==> src/rtl/ro_pair_eval_ctrl.sv <==
`default_nettype none
// ============================================================================
// Module      : ro_pair_eval_ctrl
// Description : RO-PUF pair sequencer. For each pair it clears the counters,
//               runs a timed window, waits to settle, then compares the counts.
// Revision    : 1.0 - initial release
// ============================================================================
module ro_pair_eval_ctrl #(
    parameter int CNT_W     = 32,
    parameter int WIN_W     = 16,
    parameter int RESP_BITS = 8,
    parameter int SETTLE    = 4,
    parameter int SEL_W     = $clog2(RESP_BITS)
) (
    input  logic                 clk,
    input  logic                 reset,
    input  logic                 start,
    input  logic [WIN_W-1:0]     window_len,
    input  logic [CNT_W-1:0]     count_a,
    input  logic [CNT_W-1:0]     count_b,
    output logic [SEL_W-1:0]     sel,
    output logic                 cnt_clr,
    output logic                 cnt_en,
    output logic                 busy,
    output logic                 done,
    output logic [RESP_BITS-1:0] response,
    output logic                 tie
);

    localparam int C_SET_W = $clog2(SETTLE + 1);
    localparam int C_TMR_W = (WIN_W > C_SET_W) ? WIN_W : C_SET_W;
    localparam logic [C_TMR_W-1:0] C_SETTLE_LD = C_TMR_W'(SETTLE - 1);
    localparam logic [SEL_W-1:0]   C_SEL_LAST  = SEL_W'(RESP_BITS - 1);

    typedef enum logic [2:0] {
        S_IDLE    = 3'd0,
        S_CLEAR   = 3'd1,
        S_RUN     = 3'd2,
        S_SETTLE  = 3'd3,
        S_COMPARE = 3'd4,
        S_DONE    = 3'd5
    } state_t;

    state_t                 state_q;
    logic [WIN_W-1:0]       win_q;
    logic [C_TMR_W-1:0]     timer_q;
    logic [SEL_W-1:0]       sel_q;
    logic                   cnt_clr_q;
    logic                   cnt_en_q;
    logic                   busy_q;
    logic                   done_q;
    logic [RESP_BITS-1:0]   resp_q;
    logic                   tie_q;

    // Outputs are registered alongside the state they belong to, so each one
    // is asserted in exactly the same cycle as its state.
    always_ff @(posedge clk or negedge reset) begin
        if (!reset) begin
            state_q   <= S_IDLE;
            win_q     <= '0;
            timer_q   <= '0;
            sel_q     <= '0;
            cnt_clr_q <= 1'b0;
            cnt_en_q  <= 1'b0;
            busy_q    <= 1'b0;
            done_q    <= 1'b0;
            resp_q    <= '0;
            tie_q     <= 1'b0;
        end else begin
            case (state_q)
                S_IDLE: begin
                    if (start) begin
                        win_q     <= (window_len == '0) ? WIN_W'(1) : window_len;
                        resp_q    <= '0;
                        tie_q     <= 1'b0;
                        sel_q     <= '0;
                        cnt_clr_q <= 1'b1;
                        busy_q    <= 1'b1;
                        state_q   <= S_CLEAR;
                    end
                end
                S_CLEAR: begin
                    cnt_clr_q <= 1'b0;
                    cnt_en_q  <= 1'b1;
                    timer_q   <= C_TMR_W'(win_q - WIN_W'(1));
                    state_q   <= S_RUN;
                end
                S_RUN: begin
                    if (timer_q == '0) begin
                        cnt_en_q <= 1'b0;
                        timer_q  <= C_SETTLE_LD;
                        state_q  <= S_SETTLE;
                    end else begin
                        timer_q  <= timer_q - C_TMR_W'(1);
                    end
                end
                S_SETTLE: begin
                    if (timer_q == '0) begin
                        state_q <= S_COMPARE;
                    end else begin
                        timer_q <= timer_q - C_TMR_W'(1);
                    end
                end
                S_COMPARE: begin
                    resp_q[sel_q] <= (count_a > count_b);
                    if (count_a == count_b) begin
                        tie_q <= 1'b1;
                    end
                    if (sel_q == C_SEL_LAST) begin
                        busy_q  <= 1'b0;
                        done_q  <= 1'b1;
                        state_q <= S_DONE;
                    end else begin
                        sel_q     <= sel_q + SEL_W'(1);
                        cnt_clr_q <= 1'b1;
                        state_q   <= S_CLEAR;
                    end
                end
                S_DONE: begin
                    done_q  <= 1'b0;
                    state_q <= S_IDLE;
                end
                default: begin
                    cnt_clr_q <= 1'b0;
                    cnt_en_q  <= 1'b0;
                    busy_q    <= 1'b0;
                    done_q    <= 1'b0;
                    state_q   <= S_IDLE;
                end
            endcase
        end
    end

    assign sel      = sel_q;
    assign cnt_clr  = cnt_clr_q;
    assign cnt_en   = cnt_en_q;
    assign busy     = busy_q;
    assign done     = done_q;
    assign response = resp_q;
    assign tie      = tie_q;

endmodule
`default_nettype wire

==> config.mk <==
export PLATFORM = sky130hd
export DESIGN_NAME = ro_pair_eval_ctrl
export DESIGN_NICKNAME = d
export VERILOG_FILES = /design/src/rtl/ro_pair_eval_ctrl.sv
export SDC_FILE = /design/constraint.sdc
export NUM_CORES = 1
export LEC_CHECK = 0
export CAP_MARGIN = 20
export CORE_MARGIN = 2
export CORE_UTILIZATION = 50
export CTS_CLUSTER_SIZE = 25
export DETAILED_ROUTE_END_ITERATION = 8
export GPL_TIMING_DRIVEN = 0
export PLACE_DENSITY_LB_ADDON = 0.1
export SYNTH_ARGS = -nofsm -noshare
export SYNTH_HDL_FRONTEND = slang
export SYNTH_SLANG_ARGS = --single-unit
==> constraint.sdc <==
create_clock -name clk -period 3 [get_ports clk]
set_clock_uncertainty 0.2 [all_clocks]
set_input_delay 0.3 -clock clk [delete_from_list [all_inputs] [get_ports clk]]
set_output_delay 0.3 -clock clk [all_outputs]
set_load 0.01 [all_outputs]
==> flow_summary.yaml, run 1 <==
drt:
  ant_nets: 0
  wl_per_cell_um: 14.78
  drt_iter0_markers: 224
  top_layer_used: "met4"
  drt_first_pass_iters: 5
  dr_wl_met2_um: 4741
  num_vias: 3726
  drc: 0
  routed_wirelength_um: 9740
  routed_via_density: 5.654
  wl_met1_um: 4154
  wl_met3_um: 747
sta:
  slew_viol_final: 0
  fin_crit_sh_pct: 92.39
  slew-limit-headroom_pct: 29.49
  setup_violations: 0
  rsz0062_at_grt: "no"
  setup_slack_ns: 0.2284
  finalCriticalPeriod_ns: 2.772
  fmax_ghz: 0.3608
  hold_viol: 0
  tightest_slew_ns: 1.051
  whs_ns: 0.2450
critical_path:
  crit_fanout: 8
  critical-path-max-stage-delay_ns: 0.83
  path_cells: "clkdlybuf4s50_1, inv_1, ha_1, nand4_1, nor2_1, a221o_1, a211oi_1, a41oi_1"
  critical_path.slowest_cell: "a211oi_1"
  critPathBufInv: 2
  cp-end-kind: "flip-flop"
  critPathKind: "input port to flip-flop"
  cp-start-kind: "input port"
  cp.depth: 8
  crit_required_ns: 2.93
  worstPathArrival_ns: 2.70
  worst-r2r-cell-count: 7
  crit_family: "compound AO/OA/AOI/OAI gates"
hold_path:
  hold_path.class: "input port to asynchronous set/reset pin"
clocking:
  cts_tree: "built"
  htreeDepth: 2
  clkSinkCount: 51
  clock-root-buffer: "clkbuf_8"
  numCtsBuffers: 5
  post_cts_buffers: 0
  cts_buffer_depth: 2
  path_clk_slew_ns: 0.10
  worstSkewPairLatency_ns: 0.31
grt:
  antenna_found_initial: 0
  track_usage_pct: 23.58
  grt_first_pass_wirelength_um: 15980
  grt_pass1_vias: 3417
  gr-total-overflow: 0
  grt_max_degree: 35
synth:
  synthSimpleGateAreaFrac_pct: 23.33
  synth-xor-area-share_pct: 2.792
  async_flop_share_pct: 100.0
  yosys.area.top_type: "dfrtp_1"
  synth_compound_area_share_pct: 18.84
  syn-mean-instance-area_um2: 8.348
  synth_ff_type: "dfrtp_1"
  yosys_warnings: 0
  mappedNetlistArea_um2: 3765
  netlist_instances: 451
  yosysMostFrequentCell: "nand2_1"
  synth_top_family_by_area: "simple AND/OR/NAND/NOR gates"
  synth_seq_cells: 51
  netlist.area_leader.share_pct: 33.90
  synth_edf_count: 0
  synthMuxAreaShare_pct: 2.326
  syn-num-nets: 571
  synth_adder_area_share_pct: 12.30
  netlist_top_cells_count: "nand2_1, dfrtp_1, inv_1"
  synthTopCellsByArea: "dfrtp_1, ha_1, nand2_1"
  ys_types: 53
  yosysSeqAreaShare_pct: 33.90
floorplanning:
  io_pins: 99
  start_util_pct: 51.91
  die-area_um2: 8240
  die_y_um: 90.78
  core_um2: 7253
  rows: 31
  die_w_um: 90.78
final_layout:
  layout.nets: 679
  drive_gt1_share_pct: 5.000
  multi_input_area_um2: 2256
  instances_no_fill: 659
  fillers: 602
  area_growth_pct: 33.47
  antenna-diode-count: 0
  register_area_um2: 1276
power_and_ir_drop:
  leakagePower_nw: 2.386
  ir_worst_vdd_mv: 0.1629
  p_total_mw: 1.445
  powerDensity_nw_per_um2: 287.5
placed_design:
  hpwl_um: 7865
  post-place-ws_ns: -0.1445
  numPortBuffers: 98
  place_congestion: 0.8932
  dp_cells: 649
run_status:
  outcome: "finished, final reports clean"
flow_run:
  maxCapViolations: 0
-- layout by cell type (no fill, tap or decap), types with 3 or more instances in the layout --
cell / synthesis / routed
clkdlybuf4s50_1: 0 / 97
nand2_1: 72 / 72
dfrtp_1: 51 / 51
inv_1: 44 / 44
ha_1: 37 / 37
o21ai_0: 26 / 26
nor2_1: 21 / 21
a21oi_1: 21 / 21
clkbuf_1: 16 / 16
nor4_1: 14 / 13
a22o_1: 13 / 13
nand3_1: 11 / 11
nor3_1: 10 / 10
xnor2_1: 10 / 10
nor2b_1: 7 / 7
nand4_1: 7 / 7
or4_1: 7 / 7
mux2_2: 6 / 6
buf_2: 4 / 6
o22ai_1: 6 / 6
a21o_1: 5 / 5
o32ai_1: 5 / 5
clkbuf_8: 0 / 5
and3_1: 4 / 4
a31oi_1: 4 / 4
a41oi_1: 4 / 4
a221o_1: 3 / 3
o211ai_1: 3 / 3
o31ai_1: 3 / 3
o21a_1: 3 / 3
or3_1: 3 / 3
-- power by group --
part | switching (mW) | leakage [nW] | internal, mW
logic | 0.0977 | 1.67 | 0.162
registers | 0.00556 | 0.657 | 0.695
clock network | 0.236 | 0.0581 | 0.249
-- worst paths after layout --
check	from	end	slack (ns)
min reg2reg	win_q[12]$_DFFE_PN0P_	win_q[12]$_DFFE_PN0P_	0.33
max reg2reg	win_q[0]$_DFFE_PN0P_	timer_q[12]$_DFFE_PN0P_	0.25
max in group asynchronous	reset	win_q[11]$_DFFE_PN0P_	1.83
min	reset	done$_DFFE_PN0P_	0.24
min in group clk	win_q[12]$_DFFE_PN0P_	win_q[12]$_DFFE_PN0P_	0.33
max	count_b[30]	response[3]$_DFFE_PN0P_	0.23
-- layer usage --
metal,track usage [%],up-vias
met1,29.77,1747
met2,39.24,125
met5,0,-
met4,7.702,0
met3,6.344,7
li1,-,1847
-- state kept, by name, indices dropped and copies added, names as in the netlist --
register  cells
busy          1
cnt_clr       1
cnt_en        1
done          1
response      8
sel           3
state_q       3
tie           1
timer_q      16
win_q        16
-- timing repair --
item | in CTS | in global routing
endpoints found under the hold margin | 17 | 0
resized for setup | 0 | 2
hold buffers | 1 | 0
setup endpoints to repair | 0 | 7
-- stage by stage --
step                instance area [um^2]  setup TNS, ns  utilization (%)
finish                              5025              0            69.28
global route                        5025              0            69.28
CTS                                 5007              0            69.04
detailed placement                  4885        -0.8210            67.35
global placement                    4870         -5.186            67.14
floorplan                           3765              0                -
-- logic make-up (layout without fill, tap and decap cells) --
group | Yosys count | count (layout)
AOI/OAI and AO/OA | 106 | 106
xor gates and xnor gates | 12 | 12
adders and majority gates | 37 | 37
buffers and inverters | 64 | 173
DFF | 51 | 51
muxes | 8 | 8
and+or+nand+nor | 173 | 173
-- layout make-up --
cell class	count	area share [%]
Multi-Input combinational cell	336	44.90
Sequential cell	51	25.40
Timing Repair Buffer	101	20.12
Inverter	44	3.287
Tap cell	99	2.465
Buffer	20	1.594
Clock buffer	5	1.370
Clock inverter	3	0.8715
No activity file was read; power rests on OpenSTA's default activity.
==> run 2: changes to the inputs <==
--- a/config.mk
+++ b/config.mk
@@ -6,6 +6,7 @@
 export NUM_CORES = 1
 export LEC_CHECK = 0
 export CAP_MARGIN = 20
+export CORE_ASPECT_RATIO = 1.75
 export CORE_MARGIN = 2
 export CORE_UTILIZATION = 50
 export CTS_CLUSTER_SIZE = 25
==> flow_summary.yaml, run 2 (synthesized netlist as in run 1, its figures left out) <==
power_and_ir_drop:
  p_comb_share_pct: 16.6
  p_sw_share_pct: 22.31
  ir_worst_vdd_mv: 0.2775
  pwr-share-clk_pct: 39.9
  leakagePower_nw: 2.405
  powerDensity_nw_per_um2: 318.5
  power.switching_uw: 358.9
  p_seq_share_pct: 43.5
  p_int_mw: 1.250
placed_design:
  dp_cells: 636
  place_area_um2: 4868
  numPortBuffers: 98
  hpwl_um: 8524
  post-place-ws_ns: -0.2230
  place_congestion: 0.8792
final_layout:
  fillers: 585
  final_cell_mix: "clkdlybuf4s50_1, nand2_1, dfrtp_1, inv_1, ha_1"
  area_growth_pct: 34.16
  mostFrequentLayoutCell: "clkdlybuf4s50_1"
  layout.nets: 679
  multi_input_area_um2: 2250
  drive_gt1_share_pct: 4.472
  instances_no_fill: 645
  register_area_um2: 1276
  antenna-diode-count: 0
  design_area_um2: 5051
drt:
  drt_first_pass_iters: 4
  routed_wirelength_um: 10550
  ant_nets: 0
  drc: 0
  routed_via_density: 5.870
  num_vias: 3786
  wl_per_cell_um: 16.36
  drt_iter0_markers: 179
critical_path:
  crit_required_ns: 2.98
  critPathKind: "flip-flop to flip-flop"
  worstPathArrival_ns: 2.81
  cp-start-kind: "flip-flop"
  crit_fanout: 10
  cp-end-kind: "flip-flop"
  r2r_slack_ns: 0.17
sta:
  tns_ns: 0
  fmax_ghz: 0.3529
  setup_slack_ns: 0.1660
  finalCriticalPeriod_ns: 2.834
  tightest_slew_ns: 0.9432
  slew-limit-headroom_pct: 36.58
  hold_viol: 0
  slew_viol_final: 0
  whs_ns: 0.2245
  fin_crit_sh_pct: 94.47
  setup_violations: 0
  rsz0062_at_grt: "no"
run_status:
  outcome: "finished, final reports clean"
grt:
  antenna_found_initial: 0
  grt_first_pass_wirelength_um: 17950
  track_usage_pct: 26.67
  gr-total-overflow: 0
  grt_pass1_vias: 4007
  grt_max_degree: 40
clocking:
  cts_buffer_depth: 2
  post_cts_buffers: 0
  numCtsBuffers: 5
  worstSkewPairLatency_ns: 0.29
  htreeDepth: 2
  path_clk_slew_ns: 0.07
  clock-root-buffer: "clkbuf_16"
  cts_tree: "built"
  clkSinkCount: 51
floorplanning:
  start_util_pct: 52.05
  io_pins: 99
  die_y_um: 118.8
  rows: 41
  die_w_um: 69.60
  core_um2: 7233
  die-area_um2: 8267
hold_path:
  hold_path.class: "input port to asynchronous set/reset pin"
flow_run:
  maxCapViolations: 0
==> run 2: cell types whose count changed in the layout (fill, tap and decap cells not counted) <==
cell,before,now
buf_2,6,5
nor4b_1,2,3
clkinv_4,1,0
clkbuf_16,0,5
clkbuf_4,0,1
clkinv_2,1,0
nor4b_2,1,0
clkbuf_1,16,17
clkbuf_8,5,0
==> run 2: final timing paths <==
path,from,endpoint,cells after the start
min in group clk,tie$_DFFE_PN0P_,tie$_DFFE_PN0P_,1
min reg2reg,tie$_DFFE_PN0P_,tie$_DFFE_PN0P_,1
min,reset,timer_q[15]$_DFFE_PN0P_,2
max in group asynchronous,reset,done$_DFFE_PN0P_,3
max,timer_q[11]$_DFFE_PN0P_,timer_q[7]$_DFFE_PN0P_,7
max reg2reg,timer_q[11]$_DFFE_PN0P_,timer_q[7]$_DFFE_PN0P_,7
==> run 2: area by class of cell <==
cell class / instances / share of cell area [%]
Multi-Input combinational cell: 336 / 44.54
Clock buffer: 6 / 2.551
Tap cell: 86 / 2.130
Timing Repair Buffer: 101 / 20.06
Inverter: 44 / 3.270
Clock inverter: 1 / 0.5945
Sequential cell: 51 / 25.27
Buffer: 20 / 1.585
==> run 2: power groups by stage <==
stage	clock network, mW	logic [mW]	registers (mW)
5_1_grt	0.671	0.300	0.700
6_report	0.642	0.266	0.700
3_5_place_dp	0	0.265	0.713
3_3_place_gp	0	0.253	0.713
2_1_floorplan	0	0.0898	0.717
4_1_cts	0.648	0.268	0.700
==> run 2: per-layer routing <==
layer | part of all wire [%] | track usage [%] | vias to the layer above
met5 | 0 | 0 | -
li1 | - | - | 1848
met3 | 4.3 | 4.007 | 36
met1 | 34 | 25.42 | 1785
met2 | 57 | 51.80 | 117
met4 | 5.2 | 15.81 | 0
==> run 2: timing repair <==
item / 4_1_cts / 5_1_grt
endpoints found under the hold margin: 12 / 0
gates resized for setup: 1 / 0
hold buffers: 1 / 0
setup endpoints to repair: 10 / 0
==> run 2: critical path, cell delays in order, from the launching register on <==
cell      delay [ns]
dfrtp_1         0.36
clkbuf_1        0.19
nor4_2          0.57
nand4_2         0.32
o21ai_1         0.39
buf_2           0.27
o21ai_0         0.11
a221o_1         0.30
==> run 2: stage by stage <==
stage	utilization, %	total power [mW]
floorplan	-	0.8071
global route	69.83	1.671
global placement	67.10	0.9662
detailed placement	67.31	0.9781
finish	69.83	1.609
CTS	69.73	1.615
==> run 3: changes to the inputs <==
--- a/config.mk
+++ b/config.mk
@@ -13,6 +13,7 @@
 export DETAILED_ROUTE_END_ITERATION = 8
 export GPL_TIMING_DRIVEN = 0
 export PLACE_DENSITY_LB_ADDON = 0.1
+export SKIP_CTS_REPAIR_TIMING = 1
 export SYNTH_ARGS = -nofsm -noshare
 export SYNTH_HDL_FRONTEND = slang
 export SYNTH_SLANG_ARGS = --single-unit
==> flow_summary.yaml, run 3 (synthesized netlist as in run 1, its figures left out) <==
sta:
  finalCriticalPeriod_ns: 2.877
  fin_crit_sh_pct: 95.89
  slew-limit-headroom_pct: 37.02
  tns_ns: 0
  fmax_ghz: 0.3476
  tightest_slew_ns: 0.9368
  setup_slack_ns: 0.1233
  hold_viol: 0
  slew_viol_final: 0
  setup_violations: 0
drt:
  drt_iter0_markers: 150
  routed_via_density: 5.881
  drt_first_pass_iters: 4
  num_vias: 3793
  drc: 0
  ant_nets: 0
  wl_per_cell_um: 16.32
  routed_wirelength_um: 10530
clocking:
  clock-root-buffer: "clkbuf_16"
  worstSkewPairLatency_ns: 0.29
  path_clk_slew_ns: 0.07
  clkSinkCount: 51
  cts_buffer_depth: 2
  numCtsBuffers: 5
  htreeDepth: 2
  cts_tree: "built"
critical_path:
  critPathKind: "flip-flop to flip-flop"
  r2r_start: "timer_q[11]$_DFFE_PN0P_"
  worstPathArrival_ns: 2.86
  crit_required_ns: 2.98
  startpoint: "timer_q[11]$_DFFE_PN0P_"
  critPathBufInv: 2
  cp-end-kind: "flip-flop"
  crit_family: "simple AND/OR/NAND/NOR gates"
  cp-start-kind: "flip-flop"
  path_cells: "clkbuf_1, nor4_2, nand4_2, o21ai_1, buf_2, o21ai_0, a221o_1"
  critical-path-max-stage-delay_ns: 0.60
  crit_fanout: 10
  critical_path.slowest_cell: "nor4_2"
power_and_ir_drop:
  p_int_mw: 1.250
  powerDensity_nw_per_um2: 318.0
  leakagePower_nw: 2.405
  p_sw_share_pct: 22.21
  p_comb_share_pct: 16.6
  power.switching_uw: 356.8
  pwr-share-clk_pct: 39.9
  ir_worst_vdd_mv: 0.2780
  p_seq_share_pct: 43.6
run_status:
  outcome: "finished, final reports clean"
placed_design:
  numPortBuffers: 98
  hpwl_um: 8524
  place_congestion: 0.8792
  post-place-ws_ns: -0.2230
final_layout:
  drive_gt1_share_pct: 4.472
  final_cell_mix: "clkdlybuf4s50_1, nand2_1, dfrtp_1, inv_1, ha_1"
  area_growth_pct: 34.16
  fillers: 585
  multi_input_area_um2: 2250
  layout.nets: 679
  postLayoutCoreUtil_pct: 69.83
  register_area_um2: 1276
  antenna-diode-count: 0
  mostFrequentLayoutCell: "clkdlybuf4s50_1"
grt:
  track_usage_pct: 26.65
  grt_pass1_vias: 3999
  gr-total-overflow: 0
  antenna_found_initial: 0
  grt_max_degree: 40
  grt_first_pass_wirelength_um: 17960
flow_run:
  maxCapViolations: 0
floorplanning:
  die_y_um: 118.8
  core_um2: 7233
  die_w_um: 69.60
  start_util_pct: 52.05
  rows: 41
  io_pins: 99
  die-area_um2: 8267
hold_path:
  hold_path.class: "input port to asynchronous set/reset pin"
[run 3: final cells by class]
class	instances	area share, %
clock buffer	6	2.551
inverter	44	3.270
timing repair buffer	101	20.06
multi-input combinational	336	44.54
tap	86	2.130
buffer	20	1.585
sequential	51	25.27
clock inverter	1	0.5945
[run 3: per-layer routing]
metal | vias up | track usage [%] | wire (um)
li1 | 1844 | - | -
met1 | 1801 | 25.26 | 3509
met2 | 112 | 51.86 | 5993
met3 | 36 | 4.092 | 441
met4 | 0 | 15.81 | 582
met5 | - | 0 | 0
[run 3: power groups by stage]
stage               registers [mW]  logic (mW)  clock network (mW)
finish                       0.700       0.266               0.640
global route                 0.700       0.300               0.670
CTS                          0.700       0.267               0.648
detailed placement           0.713       0.265                   0
global placement             0.713       0.253                   0
floorplan                    0.717      0.0898                   0
[run 3: final timing paths]
check | cells past startpoint | slack [ns] | endpoint
max | 7 | 0.12 | timer_q[7]$_DFFE_PN0P_
min | 2 | 0.22 | timer_q[15]$_DFFE_PN0P_
max reg2reg | 7 | 0.12 | timer_q[7]$_DFFE_PN0P_
min reg2reg | 1 | 0.30 | tie$_DFFE_PN0P_
max in group asynchronous | 3 | 1.86 | response[6]$_DFFE_PN0P_
min in group clk | 1 | 0.30 | tie$_DFFE_PN0P_
[run 3: worst register-to-register path, cell delays in order, from the launching register on]
cell	delay (ns)
dfrtp_1	0.36
clkbuf_1	0.19
nor4_2	0.60
nand4_2	0.33
o21ai_1	0.39
buf_2	0.27
o21ai_0	0.11
a221o_1	0.30
[run 3: through the flow]
step	cells	area, um^2	power [mW]	hold slack, ns
4_1_cts	643	5027	1.614	-0.3052
5_1_grt	645	5051	1.669	0.2747
2_1_floorplan	451	3765	0.8071	-0.1956
3_3_place_gp	635	4853	0.9662	0.2772
3_5_place_dp	636	4868	0.9781	0.006780
6_report	645	5051	1.606	0.2233
